$ cat src/rtl/deconcat_pkg.sv
// Shared definitions for the deconcat_stream slice: FSM state encoding,
// default geometry and a helper for the slice-counter width.
package deconcat_pkg;

    // IDLE waits for a word; EMIT presents the buffered word one slice at a time.
    typedef enum logic {
        IDLE = 1'b0,
        EMIT = 1'b1
    } state_t;

    localparam int OUT_W_DEF = 4;
    localparam int RATIO_DEF = 2;

    // Bits needed to count 0..ratio-1; never narrower than one bit.
    function automatic int cnt_w(input int ratio);
        return (ratio > 1) ? $clog2(ratio) : 1;
    endfunction

endpackage

$ cat src/rtl/deconcat_stream_if.sv
// Stream bundle for deconcat_stream: one wide input word channel and one
// narrow output slice channel.
//
// Handshake: on either channel a transfer happens in a cycle exactly when
// valid and ready are both high; a source holds valid and its payload
// steady until that transfer, and a sink may raise or lower ready freely.
interface deconcat_stream_if
    import deconcat_pkg::*;
#(
    parameter int OUT_W = OUT_W_DEF,
    parameter int RATIO = RATIO_DEF
);
    localparam int IN_W = OUT_W * RATIO;

    logic             in_valid;
    logic             in_ready;
    logic [IN_W-1:0]  in_data;
    logic             out_valid;
    logic             out_ready;
    logic [OUT_W-1:0] out_data;
    logic             out_last;

    // DUT side: consumes words, produces slices.
    modport slave (
        input  in_valid,
        input  in_data,
        input  out_ready,
        output in_ready,
        output out_valid,
        output out_data,
        output out_last
    );

    // Environment side: produces words, consumes slices.
    modport master (
        output in_valid,
        output in_data,
        output out_ready,
        input  in_ready,
        input  out_valid,
        input  out_data,
        input  out_last
    );

endinterface

$ cat src/rtl/deconcat_slice_sel.sv
// Pure slice multiplexer: picks slice number i_idx (in emission order) out
// of the buffered word. Emission order is the only build-time option:
// DECONCAT_STREAM_LSB_FIRST_EN defined -> least-significant slice first,
// otherwise most-significant slice first.
module deconcat_slice_sel
    import deconcat_pkg::*;
#(
    parameter int OUT_W = OUT_W_DEF,
    parameter int RATIO = RATIO_DEF,
    parameter int CNT_W = cnt_w(RATIO)
) (
    input  logic [OUT_W*RATIO-1:0] i_buf,
    input  logic [CNT_W-1:0]       i_idx,
    output logic [OUT_W-1:0]       o_slice
);

    // Map the emission index onto a bit position in the buffered word.
    always_comb begin
        o_slice = '0;
        for (int k = 0; k < RATIO; k++) begin
            if (i_idx == CNT_W'(k)) begin
`ifdef DECONCAT_STREAM_LSB_FIRST_EN
                o_slice = i_buf[k*OUT_W +: OUT_W];
`else
                o_slice = i_buf[(RATIO-1-k)*OUT_W +: OUT_W];
`endif
            end
        end
    end

endmodule

$ cat src/rtl/deconcat_stream.sv
// deconcat_stream: splits each OUT_W*RATIO-bit input word into RATIO
// OUT_W-bit slices. A new word can be accepted on the cycle its last slice
// leaves, so back-to-back words stream with no bubbles.
// Optional build macro: DECONCAT_STREAM_LSB_FIRST_EN (LSB slice first).
module deconcat_stream
    import deconcat_pkg::*;
#(
    parameter int OUT_W = OUT_W_DEF,
    parameter int RATIO = RATIO_DEF
) (
    input  logic               clk,
    input  logic               rst_n,
    deconcat_stream_if.slave   bus,
    output state_t             o_state
);

    localparam int IN_W  = OUT_W * RATIO;
    localparam int CNT_W = cnt_w(RATIO);
    localparam logic [CNT_W-1:0] LAST_IDX = CNT_W'(RATIO - 1);

    state_t             r_state;
    state_t             w_state_nxt;
    logic [IN_W-1:0]    r_buf;
    logic [IN_W-1:0]    w_buf_nxt;
    logic [CNT_W-1:0]   r_cnt;
    logic [CNT_W-1:0]   w_cnt_nxt;
    logic               w_emit;
    logic               w_last;
    logic               w_in_fire;
    logic               w_out_fire;
    logic [OUT_W-1:0]   w_slice;

    deconcat_slice_sel #(
        .OUT_W (OUT_W),
        .RATIO (RATIO),
        .CNT_W (CNT_W)
    ) u_slice_sel (
        .i_buf   (r_buf),
        .i_idx   (r_cnt),
        .o_slice (w_slice)
    );

    // State, word buffer and slice counter; reset discards any partial word.
    always_ff @(posedge clk or negedge rst_n) begin
        if (!rst_n) begin
            r_state <= IDLE;
            r_buf   <= '0;
            r_cnt   <= '0;
        end else begin
            r_state <= w_state_nxt;
            r_buf   <= w_buf_nxt;
            r_cnt   <= w_cnt_nxt;
        end
    end

    // Handshake outputs and next-state: accept a word when idle or when the
    // last slice is leaving this cycle; otherwise step through the slices.
    always_comb begin
        w_state_nxt = r_state;
        w_buf_nxt   = r_buf;
        w_cnt_nxt   = r_cnt;

        w_emit = (r_state == EMIT);
        w_last = w_emit && (r_cnt == LAST_IDX);

        bus.in_ready  = !w_emit || (w_last && bus.out_ready);
        bus.out_valid = w_emit;
        bus.out_data  = w_emit ? w_slice : '0;
        bus.out_last  = w_last;

        w_in_fire  = bus.in_valid && bus.in_ready;
        w_out_fire = w_emit && bus.out_ready;

        case (r_state)
            IDLE: begin
                if (w_in_fire) begin
                    w_buf_nxt   = bus.in_data;
                    w_cnt_nxt   = '0;
                    w_state_nxt = EMIT;
                end
            end
            EMIT: begin
                if (w_out_fire) begin
                    if (!w_last) begin
                        w_cnt_nxt = r_cnt + 1'b1;
                    end else if (w_in_fire) begin
                        w_buf_nxt = bus.in_data;
                        w_cnt_nxt = '0;
                    end else begin
                        w_cnt_nxt   = '0;
                        w_state_nxt = IDLE;
                    end
                end
            end
        endcase
    end

    assign o_state = r_state;

endmodule

$ cat src/flat_wrapper.sv
// flat-port wrapper written by rule: the top's interface ports become plain ports
module deconcat_stream_flat import deconcat_pkg::*;
#(
    parameter int OUT_W = OUT_W_DEF,
    parameter int RATIO = RATIO_DEF
)
  (clk, rst_n, o_state, bus_in_valid, bus_in_data, bus_out_ready, bus_in_ready, bus_out_valid, bus_out_data, bus_out_last);
  deconcat_stream_if #(.OUT_W(OUT_W), .RATIO(RATIO)) bus_i ();
  input  logic clk;
  input  logic rst_n;
  output state_t o_state;
  input wire logic [$bits(bus_i.in_valid)-1:0] bus_in_valid;
  input wire logic [$bits(bus_i.in_data)-1:0] bus_in_data;
  input wire logic [$bits(bus_i.out_ready)-1:0] bus_out_ready;
  output wire logic [$bits(bus_i.in_ready)-1:0] bus_in_ready;
  output wire logic [$bits(bus_i.out_valid)-1:0] bus_out_valid;
  output wire logic [$bits(bus_i.out_data)-1:0] bus_out_data;
  output wire logic [$bits(bus_i.out_last)-1:0] bus_out_last;
  assign bus_i.in_valid = bus_in_valid;
  assign bus_i.in_data = bus_in_data;
  assign bus_i.out_ready = bus_out_ready;
  assign bus_in_ready = bus_i.in_ready;
  assign bus_out_valid = bus_i.out_valid;
  assign bus_out_data = bus_i.out_data;
  assign bus_out_last = bus_i.out_last;
  deconcat_stream #(.OUT_W(OUT_W), .RATIO(RATIO)) u_core (.clk(clk), .rst_n(rst_n), .bus(bus_i), .o_state(o_state));
endmodule
$ cat config.mk
export PLATFORM = sky130hd
export DESIGN_NAME = deconcat_stream_flat
export DESIGN_NICKNAME = d
export VERILOG_FILES = /design/src/rtl/deconcat_pkg.sv /design/src/rtl/deconcat_stream_if.sv /design/src/rtl/deconcat_slice_sel.sv /design/src/rtl/deconcat_stream.sv /design/src/flat_wrapper.sv
export SDC_FILE = /design/constraint.sdc
export NUM_CORES = 1
export LEC_CHECK = 0
export CELL_PAD_IN_SITES_DETAIL_PLACEMENT = 0
export CELL_PAD_IN_SITES_GLOBAL_PLACEMENT = 2
export CORE_AREA = 2 2 55 47
export CTS_CLUSTER_SIZE = 10
export DETAILED_ROUTE_END_ITERATION = 6
export DIE_AREA = 0 0 57 49
export PLACE_DENSITY_LB_ADDON = 0.1
export SKIP_LAST_GASP = 1
export SYNTH_ARGS = -nofsm -noshare
export SYNTH_HDL_FRONTEND = slang
export SYNTH_SLANG_ARGS = --single-unit
$ cat constraint.sdc
create_clock -name clk -period 1.9 [get_ports clk]
set_input_delay 0.19 -clock clk [delete_from_list [all_inputs] [get_ports clk]]
set_output_delay 0.19 -clock clk [all_outputs]
set_load 0.01 [all_outputs]
---- Word level (Yosys, flattened, before mapping) ----
Cells that the tools add are included.
word-level totals
  logic and storage cells ................. 30
  input port bits ......................... 12
  output and inout bits ................... 8
  register bits after elaboration ......... 10
operators by class
  equality and inequality tests ........... 3
  bitwise logic cells ..................... 1
  add/sub/neg operators ................... 1
  mux-type cells .......................... 14
  reduce and logical (&&, ||, !) cells .... 8
operator list
  operator                                                number
  2-to-1 mux 8 bit                                        3
  one-hot mux 8 bit (2 select lines)                      1
  2-to-1 mux 4 bit                                        2
  2-to-1 mux 1 bit                                        6
  logical AND 1 bit                                       4
  inequality test 2 bit (second input constant)           2
  one-hot mux 1 bit (2 select lines)                      2
  AND reduction 2 bit                                     2
  inequality test 2 x 1 -> 1 bit (second input constant)  1
  adder 1 bit (second input constant)                     1
  zero test 1 bit                                         1
  logical OR 1 bit                                        1
  NOT 1 bit                                               1

---- Logic depth before layout (Yosys ltp) ----
Gate-level depths: netlist of the first run.
  word-level depth ........................ 8
  gate-level depth with buffers ........... 4
  gate-level depth less buffers ........... 2

---- By module ----
A second synthesis of the first run with hierarchy kept.
second synthesis, totals
  cell total of the unflattened synthesis .. 55
  area total of the unflattened synthesis .. 619.3 um^2
modules (own cells, without submodules)
  module              cells an instance  seq. area each (um^2)  area each (um^2)  times used
  deconcat_stream     51                 250.2                  574.3             1
  deconcat_slice_sel  4                  0.0                    45.0              1

---- Worst setup path before layout of the first run ----
OpenSTA, ideal clock, no wires.
  path type ............................... register to output
  start point ............................. reg u_core.r_state, in the netlist u_core.bus.out_valid
  end point ............................... out bus_in_ready
  required time ........................... 1.710 ns
  stages on the path, launching flop included .. 3
  data arrival time ....................... 0.991 ns
  setup slack ............................. 0.719 ns
  path buffers ............................ 0
  cells stage by stage .................... dfrtp_1 a21boi_4 inv_1
on the way
  longest elaborated chain between the ends .. 3
  elaborated cells between the ends (all ways) .. 4
  classes of those cells .................. 4 x reduce/logical
ends and longest elaborated chain
  what                    line                   source
  start, declared         deconcat_stream.sv:21  state_t r_state;
  start signal, assigned  deconcat_stream.sv:50  r_state <= w_state_nxt;
  logical AND 1 bit       deconcat_stream.sv:64  w_last = w_emit && (r_cnt == LAST_IDX);
  logical AND 1 bit       deconcat_stream.sv:66  bus.in_ready = !w_emit || (w_last && bus.out_ready);
  logical OR 1 bit *      deconcat_stream.sv:66
  end, declared           flat_wrapper.sv:15     output wire logic [$bits(bus_i.in_ready)-1:0] bus_in_ready;
Every way passes the cells marked *; elsewhere a longest branch is shown, timed or not.

---- Final worst setup path of the first run ----
Same ends and word-level chain as after synthesis.

==> impl_metrics.ini, run 1 <==
[run_status]
status = finished clean

[timing]
hold_viol = 0
worst_hold_slack_ns = 0.248
fin_tns_setup_ns = 0
fin_crit_ns = 1.78
tightest_slew_ns = 0.485
period_share = 0.936
clock_skew_ns = 0.00107
slew_violations = 0
setup_ws_ns = 0.122
relSlewSlack = 0.676
fmax_ghz = 0.563
setup_viol = 0
rsz0062_at_grt = false

[setup_path]
cp-start-kind = flop
ff2ff_path_depth = 3
path_max_fanout = 11
rr_endpoint = u_core.r_buf[2]$_DFFE_PN0P_
rrSetupSlack_ns = 0.67
r2r_start = u_core.bus.out_valid$_DFF_PN0_
critPathArrivalTime_ns = 1.59
cp_data_required_time_ns = 1.71
crit_path_end_kind = output port
crit_end = bus_in_ready
startpoint = u_core.bus.out_valid$_DFF_PN0_
slowest_delay_ns = 0.55
cp_slowest_cell = dfrtp_1
crit_chain = a21boi_4 -> inv_1 -> clkdlybuf4s50_1
crit_type = flop to output port

[placement]
post_dp_cell_area_um2 = 847
dp.cells = 103
dp_slack_ns = 0.253
dp_hpwl_um = 1020
gp_congestion = 0.678
port_buffers = 19

[synth]
syn_inst = 56
synth_fp_nets = 68
ys_seq_area_frac = 0.406
syn_area_um2 = 617
synthDistinctLibCells = 15
synth-seq-cells = 10
ys_warn_count = 0
synth_area_per_cell_um2 = 11.0

[grt]
antenna_found_initial = 0
grt_overflow = 0
grt_max_degree = 12
grt_pass1_wl_um = 2410
grt_pass1_vias = 477
track_usage = 0.118

[die]
initial_core_util = 0.270
ioPinCount = 20
die_area_um2 = 2790
chipWidth_um = 57
core_um2 = 2280
die_h_um = 49
fp-row-count = 16

[layout]
fillers = 244
syn_to_final_growth_pct = 43.4
drive_gt1_frac = 0.263
layout_common_cells = clkdlybuf4s50_1 (19), inv_1 (9), nand2_1 (9), dfrtp_1 (9), o32ai_2 (8)
fin_area_um2 = 885
nets = 93
utilization = 0.388
final_common_cell = clkdlybuf4s50_1
multi_input_area_um2 = 294
instances_no_fill = 107
regArea_um2 = 251
antenna_cells = 0

[power]
swShare = 0.302
total_power_mw = 0.880
comb_power_share = 0.411
pwr-share-seq = 0.365
p_per_area_nw_per_um2 = 994
p_leak_nw = 0.398
peakVddDrop_mv = 0.411
p_switching_mw = 0.266
p_int_mw = 0.614
p_clk_frac = 0.223

[hold_path]
hp-class = input pin to asynchronous set/reset pin

[job]
maxCapViolCount = 0

[cts]
cts_sinks = 10
path_clk_slew_ns = 0.07
clock_path_buffers = 2
htree_levels = 1
cts_tree = done
root_buffer = clkbuf_4
clk_latency_ns = 0.27
cts_hold_buf = 0
numCtsBuffers = 3

[detailed_routing]
vias = 474
wl_per_cell_um = 13.2
wl_um = 1410
dr.pass1.iters = 1
vias_per_cell = 4.43
antenna_left = 0
drtIter0Drc = 0
drc_errors = 0
state kept, by name (all words and copies together) (netlist names):
name and count:
u_core.bus.out_valid 1, u_core.r_cnt 1, u_core.r_buf 8
cells in the mapped netlist:
| cell type | n | share of area |
|---|---|---|
| buf_4 | 1 | 0.012 |
| buf_6 | 2 | 0.037 |
| mux2_2 | 1 | 0.018 |
| mux2i_1 | 5 | 0.081 |
| and2_1 | 1 | 0.010 |
| o32ai_2 | 8 | 0.21 |
| dfrtp_1 | 10 | 0.41 |
| clkbuf_1 | 1 | 0.0061 |
| nand2_1 | 9 | 0.055 |
| clkbuf_2 | 1 | 0.0081 |
| inv_1 | 9 | 0.055 |
| or2_1 | 1 | 0.010 |
| nor2b_1 | 5 | 0.051 |
| a21boi_4 | 1 | 0.030 |
| and3_1 | 1 | 0.010 |
cell type report:
cell class	count	share of cell area
multi-input combinational	32	0.332
sequential	10	0.284
timing repair buffer	25	0.266
clock buffer	4	0.0410
tap	27	0.0382
inverter	9	0.0382
worst min path at each step:
stage	from	slack [ns]	depth (start not counted)	to
after floorplan	rst_n	-0.11	0	u_core.bus.out_valid$_DFF_PN0_
after global placement	u_core.r_buf[2]$_DFFE_PN0P_	0.55	2	u_core.r_buf[2]$_DFFE_PN0P_
after detailed placement	u_core.r_buf[0]$_DFFE_PN0P_	0.55	2	u_core.r_buf[0]$_DFFE_PN0P_
after CTS	rst_n	0.26	1	u_core.r_buf[7]$_DFFE_PN0P_
after global routing	rst_n	0.27	1	u_core.r_buf[3]$_DFFE_PN0P_
final	rst_n	0.25	1	u_core.r_buf[7]$_DFFE_PN0P_
routing by layer:
| layer | vias to the layer above | routed length (µm) | GRT usage |
|---|---|---|---|
| met5 | - | 0 | 0 |
| met4 | 0 | 20 | 0.0581 |
| met3 | 2 | 75 | 0.0424 |
| met2 | 15 | 690 | 0.180 |
| met1 | 223 | 621 | 0.147 |
| li1 | 234 | - | - |
cells by family after synthesis:
group                  synth area share
muxes                            0.0994
buffers and inverters             0.118
DFF                               0.406
AOI/OAI and AO/OA                 0.241
and+or+nand+nor                   0.136
power groups by stage:
| stage | registers, mW | logic, mW | clock network, mW |
|---|---|---|---|
| floorplan | 0.302 | 0.243 | 0 |
| global placement | 0.325 | 0.366 | 0 |
| detailed placement | 0.327 | 0.368 | 0 |
| CTS | 0.323 | 0.369 | 0.208 |
| global route | 0.334 | 0.397 | 0.225 |
| finish | 0.321 | 0.362 | 0.197 |
worst max-delay path: cells and delay by family (launching register included):
family / cells / cell delay, ns
buffers and inverters: 2 / 0.52
AOI/OAI and AO/OA: 1 / 0.25
DFF: 1 / 0.55
repair_timing:
item | 4_1_cts | 5_1_grt
setup endpoints to repair | 3 | 0
setup buffers | 0 | 0
resized for setup | 1 | 0
(Power assumes the default switching activity.)
==> inputs of run 2 (changes only) <==
--- a/config.mk
+++ b/config.mk
@@ -12,6 +12,7 @@
 export DETAILED_ROUTE_END_ITERATION = 6
 export DIE_AREA = 0 0 57 49
 export PLACE_DENSITY_LB_ADDON = 0.1
+export REMOVE_ABC_BUFFERS = 1
 export SKIP_LAST_GASP = 1
 export SYNTH_ARGS = -nofsm -noshare
 export SYNTH_HDL_FRONTEND = slang
==> run 2 against run 1 <==
Compared with the run above: utilization shrank 1.6 points; cell count shrank 3.7%; via count shrank 2.5%; non-clock buffer count shrank 3; design area shrank 4.1%; critical path depth is the same; fmax grew 1.4%; first-iteration DRC count grew 5; critical endpoint unchanged; largest cell class unchanged.
==> impl_metrics.ini, run 2 (same netlist as run 1, synthesis figures left out) <==
[die]
die_area_um2 = 2790
initial_core_util = 0.270
ioPinCount = 20
chipWidth_um = 57
core_um2 = 2280
die_h_um = 49
fp-row-count = 16

[power]
p_per_area_nw_per_um2 = 958
peakVddDrop_mv = 0.366
p_leak_nw = 0.375

[timing]
setup_ws_ns = 0.148
relSlewSlack = 0.675
setup_viol = 0
hold_viol = 0
clock_skew_ns = 0.00403
fmax_ghz = 0.571
period_share = 0.922
slew_violations = 0
worst_hold_slack_ns = 0.260
fin_crit_ns = 1.75
fin_tns_setup_ns = 0
tightest_slew_ns = 0.486
rsz0062_at_grt = false

[layout]
drive_gt1_frac = 0.224
largest_reg_flops = 8
antenna_cells = 0
nets = 90
final_common_cell = clkdlybuf4s50_1
layout_common_cells = clkdlybuf4s50_1 (19), inv_1 (9), nand2_1 (9), dfrtp_1 (9), o32ai_2 (8)
instances_no_fill = 103
utilization = 0.372
syn_to_final_growth_pct = 37.5
regMostFlops = u_core.r_buf

[grt]
grt_overflow = 0
met1_usage = 0.114
grt_pass1_vias = 409
grt_max_degree = 12
track_usage = 0.0922
antenna_found_initial = 0
met2_usage = 0.144
met3_usage = 0.0371
busiest_layer = met2
grt_pass1_wl_um = 1960

[placement]
dp.cells = 100
gp_congestion = 0.644
dp_hpwl_um = 948
port_buffers = 19
dp_slack_ns = 0.234

[setup_path]
crit_family = flip-flops
cp_data_required_time_ns = 1.71
crit_path_end_kind = output port
cp-start-kind = flop
crit_buf_inv = 2
crit_chain = a21boi_4 -> inv_1 -> clkdlybuf4s50_1
cp_slowest_cell = dfrtp_1
critPathArrivalTime_ns = 1.56
slowest_delay_ns = 0.53
crit_type = flop to output port
path_max_fanout = 11

[cts]
clk_latency_ns = 0.26
path_clk_slew_ns = 0.06
cts_sinks = 10
cts_tree = done
numCtsBuffers = 3
root_buffer = clkbuf_4
clock_path_buffers = 2
cts_hold_buf = 0
htree_levels = 1

[detailed_routing]
antenna_left = 0
vias = 462
wl_um = 1280
drc_errors = 0
drtIter0Drc = 5
dr.pass1.iters = 3
vias_per_cell = 4.49
wl_per_cell_um = 12.4

[hold_path]
hp-class = input pin to asynchronous set/reset pin

[job]
maxCapViolCount = 0

[run_status]
status = finished clean
[run 2: final timing paths]
| path | from | end | slack (ns) | cells past startpoint |
|---|---|---|---|---|
| worst max-delay path | u_core.bus.out_valid$_DFF_PN0_ | bus_in_ready | 0.15 | 3 |
| max in group asynchronous | rst_n | u_core.r_cnt$_DFFE_PN0P_ | 1.29 | 1 |
| min in group clk | bus_in_data[2] | u_core.r_buf[2]$_DFFE_PN0P_ | 0.51 | 3 |
| worst max register to register | u_core.r_cnt$_DFFE_PN0P_ | u_core.r_buf[5]$_DFFE_PN0P_ | 0.61 | 2 |
| worst min-delay path | rst_n | u_core.r_buf[0]$_DFFE_PN0P_ | 0.26 | 1 |
| worst min register to register | u_core.r_buf[7]$_DFFE_PN0P_ | u_core.r_buf[7]$_DFFE_PN0P_ | 0.56 | 2 |
[run 2: repair_timing]
item,4_1_cts,5_1_grt
setup endpoints to repair,0,4
setup buffers,0,0
gates resized for setup,0,1
[run 2: area by class of cell]
type	instances	area, µm²
fillers	249	1430
multi-input cells	32	294
flip-flops and latches	10	251
repair buffers	22	213
inverters	9	33.8
well taps	27	33.8
clock buffers	3	22.5
[run 2: metal layers]
layer	part of all wire	routed length [µm]	up-vias
met1	0.46	595	215
met3	0.066	84	0
li1	-	-	232
met4	0	0	0
met2	0.47	601	15
met5	0	0	-
[run 2: power breakdown]
part | switching [mW] | internal, mW | leakage [nW]
Combinational | 0.133 | 0.220 | 0.241
Sequential | 0.0489 | 0.273 | 0.120
Clock | 0.0653 | 0.0728 | 0.0138
[run 2: stage by stage]
stage                     power [mW]  area, µm²
final                          0.813        848
after global routing           0.863        848
after CTS                      0.828        847
after detailed placement       0.684        825
after global placement         0.683        825
after floorplan                0.525        578
==> inputs of run 3 (changes only) <==
--- a/config.mk
+++ b/config.mk
@@ -11,9 +11,12 @@
 export CTS_CLUSTER_SIZE = 10
 export DETAILED_ROUTE_END_ITERATION = 6
 export DIE_AREA = 0 0 57 49
+export HOLD_SLACK_MARGIN = 0.05
 export PLACE_DENSITY_LB_ADDON = 0.1
 export REMOVE_ABC_BUFFERS = 1
 export SKIP_LAST_GASP = 1
+export SLEW_MARGIN = 20
 export SYNTH_ARGS = -nofsm -noshare
 export SYNTH_HDL_FRONTEND = slang
 export SYNTH_SLANG_ARGS = --single-unit
+export TNS_END_PERCENT = 100
==> results of run 3 <==
Final layout, timing and power as in run 2 (identical DEF).
